## src/rtl/ram_block_reader.sv

```systemverilog
// Start-triggered sequential reader for a synchronous single-port RAM.
// Walks addresses 0..NUM_WORDS-1 and accumulates sum, max and min, then holds a sticky done flag.
module ram_block_reader #(
    parameter int ADDR_W    = 9,
    parameter int DATA_W    = 8,
    parameter int NUM_WORDS = 512
) (
    input  logic                     CLOCK_50_I,
    input  logic                     RESET_I,
    input  logic                     START_I,
    output logic [ADDR_W-1:0]        ADDRESS_O,
    input  logic [DATA_W-1:0]        READ_DATA_I,
    output logic                     BUSY_O,
    output logic                     DONE_O,
    output logic [DATA_W+ADDR_W-1:0] SUM_O,
    output logic [DATA_W-1:0]        MAX_O,
    output logic [DATA_W-1:0]        MIN_O
);

    localparam int                SUM_W     = DATA_W + ADDR_W;
    localparam logic [ADDR_W-1:0] LAST_ADDR = ADDR_W'(NUM_WORDS - 1);

    typedef enum logic [1:0] {
        S_IDLE,
        S_READ,
        S_DRAIN,
        S_DONE
    } state_t;

    state_t state_reg;
    state_t state_next;

    logic              start_q;
    logic              start_edge;
    logic              issue_q;
    logic              ram_valid_q;
    logic              at_last;

    logic              launch;
    logic              advance;
    logic              finish;

    logic [ADDR_W-1:0] addr_reg;
    logic              busy_reg;
    logic              done_reg;
    logic [SUM_W-1:0]  sum_reg;
    logic [DATA_W-1:0] max_reg;
    logic [DATA_W-1:0] min_reg;

    assign start_edge = START_I & ~start_q;
    assign at_last    = (addr_reg == LAST_ADDR);

    always_ff @(posedge CLOCK_50_I or posedge RESET_I) begin
        if (RESET_I) begin
            state_reg <= S_IDLE;
        end else begin
            state_reg <= state_next;
        end
    end

    always_comb begin
        state_next = state_reg;
        case (state_reg)
            S_IDLE:  if (start_edge) state_next = S_READ;
            S_READ:  if (at_last) state_next = S_DRAIN;
            S_DRAIN: if (ram_valid_q && !issue_q) state_next = S_DONE;
            S_DONE:  if (start_edge) state_next = S_READ;
            default: state_next = S_IDLE;
        endcase
    end

    // Control strobes; start edges are only honoured while no run is active.
    always_comb begin
        launch  = 1'b0;
        advance = 1'b0;
        finish  = 1'b0;
        case (state_reg)
            S_IDLE:  launch  = start_edge;
            S_READ:  advance = !at_last;
            S_DRAIN: finish  = ram_valid_q && !issue_q;
            S_DONE:  launch  = start_edge;
            default: ;
        endcase
    end

    always_ff @(posedge CLOCK_50_I or posedge RESET_I) begin
        if (RESET_I) begin
            start_q <= 1'b0;
        end else begin
            start_q <= START_I;
        end
    end

    // issue_q: ADDRESS_O holds a fresh address; ram_valid_q: READ_DATA_I carries its word.
    always_ff @(posedge CLOCK_50_I or posedge RESET_I) begin
        if (RESET_I) begin
            issue_q     <= 1'b0;
            ram_valid_q <= 1'b0;
        end else begin
            issue_q     <= launch | advance;
            ram_valid_q <= issue_q;
        end
    end

    always_ff @(posedge CLOCK_50_I or posedge RESET_I) begin
        if (RESET_I) begin
            addr_reg <= '0;
            busy_reg <= 1'b0;
            done_reg <= 1'b0;
        end else if (launch) begin
            addr_reg <= '0;
            busy_reg <= 1'b1;
            done_reg <= 1'b0;
        end else if (advance) begin
            addr_reg <= addr_reg + 1'b1;
        end else if (finish) begin
            addr_reg <= '0;
            busy_reg <= 1'b0;
            done_reg <= 1'b1;
        end
    end

    always_ff @(posedge CLOCK_50_I or posedge RESET_I) begin
        if (RESET_I) begin
            sum_reg <= '0;
            max_reg <= '0;
            min_reg <= '1;
        end else if (launch) begin
            sum_reg <= '0;
            max_reg <= '0;
            min_reg <= '1;
        end else if (ram_valid_q) begin
            sum_reg <= sum_reg + SUM_W'(READ_DATA_I);
            if (READ_DATA_I > max_reg) max_reg <= READ_DATA_I;
            if (READ_DATA_I < min_reg) min_reg <= READ_DATA_I;
        end
    end

    assign ADDRESS_O = addr_reg;
    assign BUSY_O    = busy_reg;
    assign DONE_O    = done_reg;
    assign SUM_O     = sum_reg;
    assign MAX_O     = max_reg;
    assign MIN_O     = min_reg;

endmodule

```

## config.mk

```make
export PLATFORM = sky130hd
export DESIGN_NAME = ram_block_reader
export DESIGN_NICKNAME = d
export VERILOG_FILES = /design/src/rtl/ram_block_reader.sv
export SDC_FILE = /design/constraint.sdc
export NUM_CORES = 1
export LEC_CHECK = 0
export CAP_MARGIN = 20
export CORE_ASPECT_RATIO = 1.1
export CORE_MARGIN = 2
export CORE_UTILIZATION = 45
export CTS_CLUSTER_SIZE = 28
export DETAILED_ROUTE_END_ITERATION = 8
export PLACE_DENSITY = 0.79
export SLEW_MARGIN = 20
export SYNTH_ARGS = -nofsm -noshare
export SYNTH_HDL_FRONTEND = slang
export SYNTH_SLANG_ARGS = --single-unit
```

## constraint.sdc

```tcl
create_clock -name CLOCK_50_I -period 2.45 [get_ports CLOCK_50_I]
set_clock_uncertainty 0.2 [all_clocks]
set_input_delay 0.3675 -clock CLOCK_50_I [delete_from_list [all_inputs] [get_ports CLOCK_50_I]]
set_output_delay 0.3675 -clock CLOCK_50_I [all_outputs]
set_load 0.01 [all_outputs]
```

==> impl_metrics.env <==
export IMPL_dieArea_sq_mm=0.007162
export IMPL_setup_ws_ns=0.07434
export IMPL_fin_nets=447
export IMPL_cts_tree="done"
export IMPL_grt_use_total=0.2195
export IMPL_clockBufferDepth=2
export IMPL_cts_sinks=49
export IMPL_whs_ns=0.1842
export IMPL_ios=55
export IMPL_grt_start_max_net_pins=26
export IMPL_wl_per_cell_microns=14.87
export IMPL_busiest_layer="met2"
export IMPL_ir_worst_vdd_mv=0.5213
export IMPL_core_sq_mm=0.006231
export IMPL_gp_congestion=0.8691
export IMPL_synth_most_common_cell="dfrtp_1"
export IMPL_critPathKind="in2reg"
export IMPL_dieHeight_microns=88.56
export IMPL_yosysWarnings=0
export IMPL_rsz0062_at_grt="no"
export IMPL_worst_pin_slew_ns=0.5685
export IMPL_drv_cap=0
export IMPL_drv_slew=0
export IMPL_drive_gt1_frac=0.1785
export IMPL_grt_pass1_wl_microns=12330
export IMPL_synth_seq_area_share=0.4226
export IMPL_syn_instance_count=312
export IMPL_cp_slowest_stage_delay_ns=0.45
export IMPL_syn_area_per_cell_sq_um=9.376
export IMPL_post_cts_buffers=0
export IMPL_hpwlAfterDp_microns=5569
export IMPL_fin_crit_ns=2.376
export IMPL_rows=30
export IMPL_cpMaxStageDelayCell="clkdlybuf4s50_1"
export IMPL_die_x_microns=80.88
export IMPL_period_share=0.9697
export IMPL_comb_power_share=0.576
export IMPL_outcome="complete, no violations"
export IMPL_synth_ff_type="dfrtp_1"
export IMPL_ys_seq_elements=49
export IMPL_synth_top_cell_by_area="dfrtp_1"
export IMPL_port_buffers=54
export IMPL_n_antenna_cell=0
export IMPL_p_seq_frac=0.295
export IMPL_hold_class="reg2reg"
export IMPL_use_met3=0.04082
export IMPL_pre_cts_ws_ns=-0.2712
export IMPL_switching_share=0.3982
export IMPL_switchingPower_uw=1849
export IMPL_htreeDepth=2
export IMPL_async_reset_ff_frac=1.000
export IMPL_areaGrowthSynthToFinish_pct=36.36
export IMPL_worst_slew_margin_rel=0.6204
export IMPL_p_leak_uw=0.001787
export IMPL_gr_total_overflow=0
export IMPL_p_int_uw=2794
export IMPL_antenna_found_initial=0
export IMPL_start_util=0.4695
export IMPL_synth_edf_count=0
export IMPL_setup_viol=0
export IMPL_numCtsBuffers=5
export IMPL_hold_buffers=0
export IMPL_finalHoldViolations=0
export IMPL_post_route_util=0.6402
export IMPL_cp_max_fo=5
export IMPL_drt_wl_total_microns=7273
export IMPL_synth_area_sq_mm=0.002925
export IMPL_drt_iter0_drc=126
export IMPL_cp_top_family="buffers and inverters"
export IMPL_grt_met1_usage=0.2759
export IMPL_synth_nets=351
export IMPL_first_pass_iters=4
export IMPL_insertion_delay_ns=0.30
export IMPL_postCtsResizedCells=0
export IMPL_crit_arrival_ns=2.36
export IMPL_synthTopCellsByCount="dfrtp_1, o21ai_0, a21oi_1"
export IMPL_worst_setup_path_start_kind="input pin"
export IMPL_drcViolationCount=0
export IMPL_netlist_area_leader_share=0.3507
export IMPL_clk_pin_slew_ns=0.08
export IMPL_critPathBufInv=2
export IMPL_timing_fmax_ghz=0.4209
export IMPL_grt_pass1_vias=2734
export IMPL_cp_cell_sequence="clkdlybuf4s50_1 > ha_2 > fa_1 > a21o_1 > a221oi_2 > buf_4 > a211oi_1 > xnor2_1 > nor2_1"
export IMPL_synth_distinct_cells=48
export IMPL_cp_required_ns=2.44
export IMPL_ys_top_cells_by_area="dfrtp_1, ha_1, dfstp_2"
export IMPL_cts_root_buf="clkbuf_8"
export IMPL_powerDensity_mw_per_mm2=1164
export IMPL_vias=2673
export IMPL_power_frac_clock=0.128
export IMPL_viasPerCell=5.466
export IMPL_met2_usage=0.3824
export IMPL_antenna_left=0
export IMPL_largest_register_ffs=17
export IMPL_endpoint_kind="register"
-- layout make-up --
class                   instances  area, sq um
clock inverters                 1        30.03
inverters                      23        86.33
repair buffers                 96        868.3
flip-flops and latches         49         1239
multi-input cells             233         1579
fillers                       553         2242
well taps                      80        100.1
clock buffers                   7        86.33
-- path summary, 6_finish.rpt --
check | cells after the start | from | slack, ns | endpoint
min in group asynchronous | 2 | RESET_I | 0.24 | SUM_O[2]
max in group asynchronous | 3 | RESET_I | 1.27 | ADDRESS_O[1]
max | 9 | READ_DATA_I[0] | 0.07 | SUM_O[14]
max reg2reg | 8 | SUM_O[0] | 0.22 | SUM_O[14]
min | 0 | issue_q | 0.18 | ram_valid_q
min reg2reg | 0 | issue_q | 0.18 | ram_valid_q
-- per-stage QoR --
stage               setup TNS, ns  power, uW  cells  area, sq um
floorplan                       0       2860    312         2925
global placement           -2.116       3928    481         3866
detailed placement         -3.428       4047    481         3866
CTS                             0       4656    489         3983
global route                    0       5040    489         3989
finish                          0       4642    489         3989
-- cell usage in the layout (no fill, tap or decap), drive strengths merged, types with 6 or more instances in the layout --
cell and instances:
clkdlybuf4s50 54, buf 42, clkbuf 7, nand2 16, a211oi 6, o21ai 37, nand3 14, dfstp 8
nor2 26, a21oi 33, ha 27, inv 23, dfrtp 41
-- power groups by stage --
stage | Combinational [uW] | Clock (uW) | Sequential [uW]
after global placement | 2550 | 0 | 1370
after floorplan | 1390 | 0 | 1470
after CTS | 2670 | 611 | 1370
after detailed placement | 2660 | 0 | 1390
final | 2680 | 596 | 1370
after global routing | 2970 | 648 | 1420
-- metal layers --
layer,routed length (microns),part of all wire
met1,3214,0.44
met2,3570,0.49
met3,364,0.050
met4,124,0.017
met5,0,0
-- cells by family (layout without fill, tap and decap cells) --
kind of cell,after synthesis,in the layout,synth area share
AOI/OAI and AO/OA,101,101,0.2194
xor gates and xnor gates,10,10,0.02994
adders and majority gates,28,28,0.1223
buffers and inverters,30,127,0.03977
DFF,49,49,0.4226
muxes,4,4,0.01369
and+or+nand+nor,90,90,0.1523
(Power assumes the default switching activity.)
